===== src/rtl/wavelet_frame_ctrl.sv =====
// Frame sequencer for the wavelet baseline-removal pipeline: clears history, admits cfg_frame_len beats, tracks returning beats.
// Latency: input beat is registered onto dp_din one cycle after the s_valid/s_ready handshake; status flags update one cycle after the event.
// Backpressure: s_ready is high only while feeding; the datapath output side has no backpressure and is only counted here.
//
// Ports:
//   clk, rst                 clock and synchronous active-high reset
//   start, cfg_frame_len,    frame start request with its beat count and
//   cfg_discard              number of leading output beats to mask
//   s_valid/s_ready/s_data   upstream input beat handshake
//   dp_clear, dp_din_valid,  pipeline clear and registered beat to datapath
//   dp_din
//   dp_out_valid             datapath output beat strobe
//   m_keep                   current output beat is past the warm-up window
//   busy, done               frame in progress / one-cycle completion pulse
//   err_timeout, err_count   sticky drain timeout / unexpected output beat
//   latency, out_count       measured pipeline latency / output beats seen
module wavelet_frame_ctrl #(
  parameter int DATA_WIDTH     = 16,
  parameter int LANES          = 16,
  parameter int TOTAL_DELAY    = 154,
  parameter int CLEAR_CYC      = 4,
  parameter int TIMEOUT_MARGIN = 64,
  parameter int LEN_W          = 16
) (
  input  logic                          clk,
  input  logic                          rst,
  input  logic                          start,
  input  logic [LEN_W-1:0]              cfg_frame_len,
  input  logic [LEN_W-1:0]              cfg_discard,
  input  logic                          s_valid,
  output logic                          s_ready,
  input  logic [DATA_WIDTH*LANES-1:0]   s_data,
  output logic                          dp_clear,
  output logic                          dp_din_valid,
  output logic [DATA_WIDTH*LANES-1:0]   dp_din,
  input  logic                          dp_out_valid,
  output logic                          m_keep,
  output logic                          busy,
  output logic                          done,
  output logic                          err_timeout,
  output logic                          err_count,
  output logic [LEN_W-1:0]              latency,
  output logic [LEN_W-1:0]              out_count
);

  // Silence allowed in DRAIN: one full pipeline transit plus margin.
  localparam int SIL_LIMIT = TOTAL_DELAY + 1 + TIMEOUT_MARGIN;
  localparam int SIL_W     = $clog2(SIL_LIMIT + 1);
  localparam int CLR_W     = $clog2(CLEAR_CYC + 1);

  typedef enum logic [2:0] {
    S_IDLE,
    S_CLEAR,
    S_FEED,
    S_DRAIN,
    S_DONE
  } state_t;

  state_t state, state_nx;

  logic [LEN_W-1:0] len_q;
  logic [LEN_W-1:0] disc_q;
  logic [LEN_W-1:0] in_cnt;
  logic [LEN_W-1:0] lat_cnt;
  logic [CLR_W-1:0] clr_cnt;
  logic [SIL_W-1:0] sil_cnt;
  logic             lat_run;
  logic             lat_got;

  logic start_acc;
  logic accept;
  logic in_frame;
  logic complete;
  logic timeout;

  always_ff @(posedge clk) begin
    if (rst) state <= S_IDLE;
    else     state <= state_nx;
  end

  always_comb begin
    state_nx  = state;
    s_ready   = 1'b0;
    busy      = 1'b0;
    done      = 1'b0;
    dp_clear  = rst;
    start_acc = 1'b0;
    accept    = 1'b0;
    in_frame  = 1'b0;
    complete  = 1'b0;
    timeout   = 1'b0;
    m_keep    = 1'b0;
    case (state)
      S_IDLE: begin
        start_acc = start;
        if (start) state_nx = (cfg_frame_len == '0) ? S_DONE : S_CLEAR;
      end
      S_CLEAR: begin
        busy     = 1'b1;
        dp_clear = 1'b1;
        if (clr_cnt == CLR_W'(CLEAR_CYC - 1)) state_nx = S_FEED;
      end
      S_FEED: begin
        busy     = 1'b1;
        s_ready  = 1'b1;
        in_frame = 1'b1;
        accept   = s_valid;
        if (s_valid && (in_cnt == len_q - 1'b1)) state_nx = S_DRAIN;
      end
      S_DRAIN: begin
        busy     = 1'b1;
        in_frame = 1'b1;
        // A frame that completes on the same cycle the silence limit is hit is not a timeout.
        complete = (out_count == len_q);
        timeout  = !complete && (sil_cnt == SIL_W'(SIL_LIMIT));
        if (complete || timeout) state_nx = S_DONE;
      end
      S_DONE: begin
        busy     = 1'b1;
        done     = 1'b1;
        state_nx = S_IDLE;
      end
      default: state_nx = S_IDLE;
    endcase
    // Judged on the count before this beat is added.
    m_keep = in_frame && dp_out_valid && (out_count >= disc_q) && (out_count < len_q);
  end

  always_ff @(posedge clk) begin
    if (rst) begin
      len_q        <= '0;
      disc_q       <= '0;
      in_cnt       <= '0;
      lat_cnt      <= '0;
      clr_cnt      <= '0;
      sil_cnt      <= '0;
      lat_run      <= 1'b0;
      lat_got      <= 1'b0;
      dp_din       <= '0;
      dp_din_valid <= 1'b0;
      err_timeout  <= 1'b0;
      err_count    <= 1'b0;
      latency      <= '0;
      out_count    <= '0;
    end else begin
      dp_din_valid <= 1'b0;
      clr_cnt      <= (state == S_CLEAR) ? clr_cnt + 1'b1 : '0;
      sil_cnt      <= (state == S_DRAIN && !dp_out_valid) ? sil_cnt + 1'b1 : '0;

      if (start_acc) begin
        len_q       <= cfg_frame_len;
        disc_q      <= cfg_discard;
        in_cnt      <= '0;
        lat_cnt     <= '0;
        lat_run     <= 1'b0;
        lat_got     <= 1'b0;
        err_timeout <= 1'b0;
        err_count   <= 1'b0;
        latency     <= '0;
        out_count   <= '0;
      end

      if (accept) begin
        dp_din       <= s_data;
        dp_din_valid <= 1'b1;
        in_cnt       <= in_cnt + 1'b1;
      end

      if (timeout) err_timeout <= 1'b1;

      // Latency counter starts at 1 on the first input beat to the datapath and
      // saturates rather than wrapping on a very long stall.
      if (in_frame) begin
        if (dp_din_valid && !lat_run) begin
          lat_run <= 1'b1;
          lat_cnt <= {{(LEN_W-1){1'b0}}, 1'b1};
        end else if (lat_run && (lat_cnt != '1)) begin
          lat_cnt <= lat_cnt + 1'b1;
        end
        if (dp_out_valid && !lat_got) begin
          latency <= lat_cnt;
          lat_got <= 1'b1;
        end
      end

      // Any output beat outside the counting window is unexpected.
      if (dp_out_valid) begin
        if (in_frame && (out_count < len_q)) out_count <= out_count + 1'b1;
        else                                 err_count <= 1'b1;
      end
    end
  end

endmodule


===== config.mk =====
export PLATFORM = sky130hd
export DESIGN_NAME = wavelet_frame_ctrl
export DESIGN_NICKNAME = d
export VERILOG_FILES = /design/src/rtl/wavelet_frame_ctrl.sv
export SDC_FILE = /design/constraint.sdc
export NUM_CORES = 1
export LEC_CHECK = 0
export CORE_AREA = 2 2 231 233
export DETAILED_ROUTE_END_ITERATION = 10
export DIE_AREA = 0 0 233 235
export PLACE_DENSITY = 0.62
export RECOVER_POWER = 50
export SYNTH_ARGS = -nofsm -noshare
export SYNTH_HDL_FRONTEND = slang
export SYNTH_SLANG_ARGS = --single-unit
export TNS_END_PERCENT = 20

===== constraint.sdc =====
create_clock -name clk -period 2.5 [get_ports clk]
set_input_delay 0.25 -clock clk [delete_from_list [all_inputs] [get_ports clk]]
set_output_delay 0.25 -clock clk [all_outputs]
set_load 0.02 [all_outputs]

* Word level (Yosys, flattened, before mapping)
Index checks and enable logic that the tools add are counted.
** Cells by class
- Multiply operators :: 0
- $add $sub $neg :: 6
- Bitwise gates (word level) :: 2
- Muxes and demuxes :: 38
- Equal/unequal tests :: 13
- Magnitude comparators :: 2
- Divide/modulo/power cells :: 0
- Reduce and logical (&&, ||, !) cells :: 24
- Shift-type cells :: 0
** Operators with widths (number)
- 16-bit 2-to-1 mux :: 12
- 16-bit by 1-bit adder with 16-bit output (second input constant) :: 3
- 16-bit == test :: 2
- 1-bit 2-to-1 mux :: 20
- 16-bit greater-or-equal comparator :: 1
- 16-bit zero test :: 1
- 16-bit < comparator :: 1
- 16-bit != test (second input constant) :: 1
- 16-bit by 1-bit subtractor with 16-bit output (second input constant) :: 1
- 3-bit 2-to-1 mux :: 5
- 3-bit one-hot mux with 4 select lines :: 1
- 1-bit logical AND :: 10
- 3-bit by 2-bit == test with 1-bit output (second input constant) :: 3
- 8-bit by 1-bit adder with 8-bit output (second input constant) :: 1
- 8-bit == test (second input constant) :: 1
- 2-bit != test (second input constant) :: 4
- 2-bit OR reduction :: 3
- 1-bit zero test :: 4
- 4-bit AND reduction :: 1
- 2-bit nonzero test :: 2
- 4-bit OR reduction :: 1
- 3-bit by 1-bit adder with 3-bit output (second input constant) :: 1
- 3-bit by 1-bit == test with 1-bit output (second input constant) :: 1
- 3-bit == test (second input constant) :: 1
- other kinds (3) :: 4
** Word-level totals
- Input port bits :: 293
- Register bits :: 371
- Bits in latches :: 0
- Output and inout bits :: 296
- Logic and storage cells :: 100
- Bits in read-only memories :: 0
- Memories :: 0
- Memory bits (writable) :: 0

* Depth between registers and ports, before layout
Gate-level depths: netlist of run 1.
- Depth after elaboration :: 6
- Depth in mapped cells :: 11

* Least setup slack after synthesis of run 1
OpenSTA, ideal clock, no wires.
- Path kind :: register -> output
- Start point :: register out_count[0]
- End point :: output port m_keep
- Setup slack :: 59 ps
- Cell stages (with the launch flop) :: 12
- Data arrival time :: 2191 ps
- Data required time :: 2250 ps
- Path through :: dfxtp_1 > inv_1 > ha_1 > nor2b_1 > o211ai_1 > a21oi_1 > o31ai_1 > a21oi_1 > clkbuf_1 > clkbuf_1 > nor2_1 > o21a_1
** Between the ends
- Word-level cells in the longest chain between the ends :: 3
** RTL lines
- from (decl) :: RTL line 43 : output logic [LEN_W-1:0] out_count
- from (signal assigned) :: RTL line 188 : if (in_frame && (out_count < len_q)) out_count <= out_count + 1'b1;
- 16-bit greater-or-equal comparator :: RTL line 126 : m_keep = in_frame && dp_out_valid && (out_count >= disc_q) && (out_count < len_q);
- 1-bit logical AND :: RTL line 126
- 1-bit logical AND * :: RTL line 126
- to (decl) :: RTL line 37 : output logic m_keep,
Every way passes the cells marked *; elsewhere a longest branch is shown, timed or not.

* Worst setup path after layout of run 1
- Start point :: register state[2]
- End point :: register latency[0]
** Between the ends
- Word-level cells in the longest chain between the ends :: 5
** RTL lines
- from (decl) :: RTL line 59 : state_t state, state_nx;
- from (signal assigned) :: RTL line 78 : else state <= state_nx;
- 3-bit zero test :: RTL line 93 : case (state)
- 1-bit 2-to-1 mux :: RTL line 93
- 16-bit 2-to-1 mux :: RTL line 150 : if (start_acc) begin
- 16-bit 2-to-1 mux :: RTL line 180 : if (dp_out_valid && !lat_got) begin
- 16-bit 2-to-1 mux * :: RTL line 173 : if (in_frame) begin
- to (signal assigned) :: RTL line 181 : latency <= lat_cnt;
- to (decl) :: RTL line 42 : output logic [LEN_W-1:0] latency,
Marked as above.
A chain may end at the register's enable or synchronous reset.

==> summary.txt, run 1 <==
Outcome
  – Status: finished with violations
  – Failing checks: setup timing

Routing
  – Residual DRC: 0
  – First drt pass iteration count: 5
  – Post-route ant nets: 0
  – Routed vias/inst: 4.82
  – Via total after detailed routing: 15500
  – DR iter-0 viols: 1032
  – Total Wirelength: 57600 um
  – DR WL/cell: 17.9 um

Synthesis
  – Synth top area share: 49.5%
  – Synth area leaders: dfxtp_1, nand2_1, a21oi_1
  – Syn Std Cell Area: 15000 um2
  – Post-synth EDFFs: 0
  – Synthesized net count: 2224
  – Sequential share of the synthesized area: 49.5%
  – Async set-reset flop share out of synthesis: 0%
  – Synth Area per Inst: 7.93 um2
  – FF+latch count, synth: 371
  – Yosys cell types: 65
  – Synth warnings: 0
  – Post-Synthesis Cells: 1892
  – Synth area leader: dfxtp_1
  – Most used DFF post-synth: dfxtp_1

Worst setup path
  – Crit path kind: reg -> reg
  – Crit path cell chain: buf_4 > nor4b_1 > nor2_1 > a22oi_1 > nor2_1
  – Most frequent CP cell: nor2_1
  – WP buf/inv: 1
  – Worst path arrival time: 3050 ps
  – Worst path max stage delay: 1050 ps
  – Cell family with most CP delay: simple AND/OR/NAND/NOR gates
  – Req. time, crit path: 2930 ps
  – Worst Setup Start Kind: flop
  – Reg-to-Reg Start: state[2]
  – Worst setup path start: state[2]
  – CP max FO: 16
  – Critical path capture point type: flop
  – Slack of the worst reg-to-reg path: -120 ps
  – Crit path max-delay cell type: nor4b_1

CTS
  – Root buf cell: clkbuf_16
  – CTS H-tree lvls: 2
  – Longest Clk Path Bufs: 3
  – CTS sink cnt: 371
  – Clk slew on worst S/H paths: 60 ps
  – Total CTS buffers: 45
  – Clock tree from TritonCTS: done
  – Clock Latency Late Sink: 570 ps

Floorplanning
  – Die W: 233 um
  – # IOs: 589
  – Row count: 84
  – Initial Util: 28.7%
  – Full die area: 54800 um2
  – Floorplan core area: 52200 um2
  – Die height: 235 um

Worst hold path
  – Hold path start: s_data[204]
  – Min-Delay Path Class: in -> reg

Placed design
  – HPWL Detailed: 42300 um
  – RD Place Congestion: 0.919
  – # port buffers: 588
  – Placed Cells incl. Taps: 3122
  – Placed cell area: 21900 um2
  – Pre-CTS WS: -77.7 ps

Cells and area
  – Share of cells above drive strength 1: 8.02%
  – Fin nets: 2818
  – Area Growth Syn to Fin: 56.7%
  – Non-filler cells, final: 3210
  – Most common cell after layout, fill and taps aside: nand2_1
  – Commonest cells after routing, fill and taps aside: nand2_1, dfxtp_1, clkdlybuf4s50_1
  – Post-layout util: 45.0%
  – Post-route cell area: 23500 um2

STA
  – Clock skew: 10.4 ps
  – Worst Slack Setup Final: -123 ps
  – Slew Viols, Final: 0
  – Slew HR: 2.47%
  – Final Hold Vio Count: 0
  – Fmax: 381 MHz
  – Minimum clock period: 2620 ps
  – Post-route clock period utilization: 105%
  – RSZ-0062 raised after global routing: yes
  – Worst-Margin Slew: 1460 ps
  – Final setup viols: 32

Pwr
  – Leakage power: 9.09 nW
  – Pwr/cell area: 708 nW/um2
  – Peak supply drop: 0.542 mV

GRT
  – First-pass GRT wire length: 87400 um
  – Pin count of the biggest net entering global routing: 184
  – GRT overflow: 0
  – Tot GR Track Use: 20.3%
  – Antenna violations before repair: 6
  – Number of global-route vias before repair: 15100

Run
  – Max-cap violations: 0
[through the flow]
stage | total power [W] | hold WS, ps | setup TNS [ps]
CTS | 0.0169 | 173 | -189
detailed placement | 0.0103 | 424 | -77.7
global placement | 0.0102 | 407 | -75.5
global route | 0.0174 | 203 | -11010
floorplan | 0.00845 | 383 | 0
finish | 0.0166 | 223 | -2190
[worst register-to-register path: stages (launching register included)]
cell and delay [ps]:
dfxtp_1 310, buf_4 180, nor4b_1 1050, nor2_1 570, a22oi_1 310, nor2_1 60
[routing by layer]
| layer | global-route usage [%] | wire length (um) | vias to the layer above |
|---|---|---|---|
| met5 | 0 | 0 | - |
| met4 | 7.06 | 1430 | 0 |
| met3 | 5.76 | 4540 | 94 |
| met2 | 35.5 | 29200 | 524 |
| met1 | 23.6 | 22400 | 7291 |
| li1 | - | - | 7562 |
[power breakdown]
group | total, W | switching [W] | internal (W)
logic | 0.00363 | 0.00207 | 0.00156
registers | 0.00646 | 0.000184 | 0.00628
clock network | 0.00656 | 0.00263 | 0.00393
[state kept, by name, summed over array words and instances, names as in the netlist]
name,count
dp_din_valid,1
disc_q,16
sil_cnt,8
in_cnt,16
clr_cnt,3
latency,16
lat_run,1
out_count,16
err_count,1
dp_din,256
len_q,16
lat_got,1
lat_cnt,16
state,3
err_timeout,1
[cell type report]
| class | count | area, um2 |
|---|---|---|
| Multi-Input combinational cell | 1356 | 6990 |
| Inverter | 38 | 143 |
| Sequential cell | 371 | 7430 |
| Timing Repair Buffer | 674 | 6600 |
| Tap cell | 688 | 861 |
| Fill cell | 5077 | 28700 |
| Antenna cell | 3 | 7.51 |
| Clock buffer | 66 | 1350 |
| Clock inverter | 14 | 135 |
[cell usage after synthesis (2+ instances only)]
library cell  instances
or3_1                13
nor4_1                8
nor3b_1               5
nand4_1              21
xnor2_1              16
nand2b_1              3
inv_1                38
o21a_1                3
a21o_1                9
o41ai_1               5
clkbuf_8              7
and4_1                4
nor2_1               76
mux2i_1               2
or4_1                 8
a31oi_1               5
a311oi_1              2
and2_1                5
a21oi_1             334
buf_6                 4
dfxtp_1             371
nor3_1               10
nor2b_1               7
o31ai_1               5
o21ai_0              30
nand2_1             602
nand3_1              38
ha_1                 39
and3_1               14
xor2_1               13
a22oi_1              17
clkbuf_1            113
nand3b_1              5
o211ai_1             10
nor4b_1               2
a211oi_1              9
buf_1                 3
mux2_2                4
or2_2                 6
[cells by family (layout without fill, tap and decap cells)]
logic type / after synthesis / in the layout / share of synthesized area, %
buf+inv: 165 / 792 / 4.80
xor+xnor: 29 / 29 / 1.69
simple gates: 839 / 839 / 23.9
other cells: 0 / 3 / 0
fa+ha+maj: 39 / 39 / 3.25
flops: 371 / 371 / 49.5
compound gates: 443 / 443 / 16.4
mux: 6 / 6 / 0.434
[final timing paths]
| check | endpoint | cells past startpoint |
|---|---|---|
| setup / recovery | latency[0] | 5 |
| hold / removal | dp_din[204] | 3 |
| setup reg to reg | latency[0] | 5 |
| hold reg to reg | clr_cnt[0] | 1 |
[timing repair]
item,4_1_cts,5_1_grt
hold buffers,1,0
setup buffers,1,4
gates cloned,0,0
endpoints found under the setup margin,1,11
hold endpoints to repair,4,0
pin swaps,5,12
gates resized for setup,14,18
(Power assumes the default switching activity.)
==> inputs of run 2 (changes only) <==
Settings changed: CORE_AREA 2 2 231 233 to 2 2 228 230, CTS_BUF_LIST set to sky130_fd_sc_hd__clkbuf_4 sky130_fd_sc_hd__clkbuf_8, DIE_AREA 0 0 233 235 to 0 0 230 232, GPL_ROUTABILITY_DRIVEN set to 0, PLACE_DENSITY 0.62 to 0.63.
==> summary.txt, run 2 (same netlist as run 1, synthesis figures left out) <==
Outcome
  – Status: finished with violations
  – Failing checks: setup timing

Placed design
  – Placed cell area: 21900 um2
  – # port buffers: 588
  – HPWL Detailed: 43300 um

Cells and area
  – Most common cell after layout, fill and taps aside: nand2_1
  – Commonest cells after routing, fill and taps aside: nand2_1, clkdlybuf4s50_1, dfxtp_1
  – Max FFs per register: 256
  – Area Growth Syn to Fin: 57.7%
  – Post-route cell area: 23700 um2
  – Largest Register: dp_din
  – Fin nets: 2843
  – Share of cells above drive strength 1: 10.3%
  – Post-layout util: 46.5%

STA
  – Worst Slack Setup Final: -59.1 ps
  – Slew HR: 30.2%
  – Post-route clock period utilization: 102%
  – Minimum clock period: 2560 ps
  – Clock skew: 34.1 ps
  – Slew Viols, Final: 0
  – Fmax: 391 MHz
  – Final setup viols: 1
  – Worst-Margin Slew: 1040 ps
  – RSZ-0062 raised after global routing: yes
  – Final Hold Vio Count: 0

Worst hold path
  – Hold-critical path depth: 3
  – Min-Delay Path Class: in -> reg

Run
  – Max-cap violations: 0

Floorplanning
  – # IOs: 589
  – Floorplan core area: 50900 um2
  – Full die area: 53400 um2
  – Row count: 83
  – Die height: 232 um
  – Initial Util: 29.5%
  – Die W: 230 um

Routing
  – Metal1 wirelength: 23600 um
  – Via total after detailed routing: 15600
  – Total Wirelength: 59100 um
  – Post-route ant nets: 0
  – First drt pass iteration count: 6
  – Residual DRC: 0
  – Top Metal Used: met4
  – DR iter-0 viols: 968
  – Routed vias/inst: 4.80
  – DR WL/cell: 18.1 um
  – Metal3 WL: 4460 um
  – Met2 Wirelength: 29200 um

GRT
  – First-pass GRT wire length: 88000 um
  – GRT overflow: 0
  – Antenna violations before repair: 11
  – Number of global-route vias before repair: 15300
  – Tot GR Track Use: 21.1%
  – Pin count of the biggest net entering global routing: 158

Pwr
  – Pwr/cell area: 708 nW/um2
  – Peak supply drop: 0.470 mV
  – Clk network pwr share: 39.1%
  – Comb pwr share: 22.3%
  – Psw: 0.00491 W
  – Sequential share of power: 38.7%
  – P_int: 0.0118 W
  – Leakage power: 8.70 nW
  – Net Sw Frac: 29.3%

Worst setup path
  – Crit path kind: reg -> out
  – Critical path capture point type: output port
  – R2R cell count: 6
  – Req. time, crit path: 2250 ps
  – Worst Setup Start Kind: flop
  – CP max FO: 6
  – Worst path arrival time: 2310 ps

CTS
  – CTS H-tree lvls: 3
  – Longest Clk Path Bufs: 3
  – Root buf cell: clkbuf_8
  – CTS sink cnt: 371
  – Total CTS buffers: 70
  – Clock tree from TritonCTS: done
  – Clk slew on worst S/H paths: 60 ps
  – Clock Latency Late Sink: 610 ps
==> run 2: critical path, cell delays in order (launching register included) <==
cell and delay (ps):
dfxtp_1 330, buf_4 170, ha_1 280, a21o_1 160, a21oi_2 130, nor2b_1 60, o21ai_1 140, a21oi_1 90
o21a_1 230, buf_6 140
==> run 2: metrics by stage <==
step,power [W],hold WS (ps),std cells,TNS (ps),setup slack [ps]
after floorplan,0.00845,383,1892,0,58.7
after global placement,0.0102,407,3111,-91.5,-91.5
after detailed placement,0.0103,418,3111,-106,-106
after CTS,0.0170,96.5,3248,-338,-229
after global routing,0.0176,111,3255,-12680,-237
final,0.0168,181,3255,-59.1,-59.1
==> run 2: layout make-up <==
cell class | instances | area (um2)
multi-input combinational | 1356 | 6980
fill | 5023 | 27200
timing repair buffer | 674 | 6660
sequential | 371 | 7430
antenna | 11 | 27.5
tap | 680 | 851
inverter | 38 | 143
clock buffer | 114 | 1430
clock inverter | 11 | 141
==> run 2: path summary, 6_finish.rpt <==
kind | start | end | slack [ps]
min | s_data[147] | dp_din[147] | 180
max reg2reg | state[2] | dp_din[182] | 20
max | out_count[1] | m_keep | -60
min reg2reg | clr_cnt[0] | clr_cnt[0] | 450
==> run 2: timing repair <==
item	CTS	global route
pin swaps	9	9
setup buffers	11	0
hold buffers	1	0
endpoints found under the hold margin	46	0
gates resized for setup	19	17
endpoints found under the setup margin	1	25
==> run 2: power groups by stage <==
| stage | clock [W] | sequential [W] | combinational, W |
|---|---|---|---|
| floorplan | 0 | 0.00694 | 0.00151 |
| global route | 0.00704 | 0.00652 | 0.00403 |
| finish | 0.00655 | 0.00648 | 0.00373 |
| global placement | 0 | 0.00658 | 0.00365 |
| detailed placement | 0 | 0.00660 | 0.00369 |
| CTS | 0.00677 | 0.00648 | 0.00378 |
==> run 2: metal layers <==
metal | vias to the layer above | global-route usage, %
met5 | - | 0
met4 | 0 | 8.87
met3 | 89 | 6.79
met2 | 519 | 35.2
met1 | 7389 | 25.0
li1 | 7613 | -
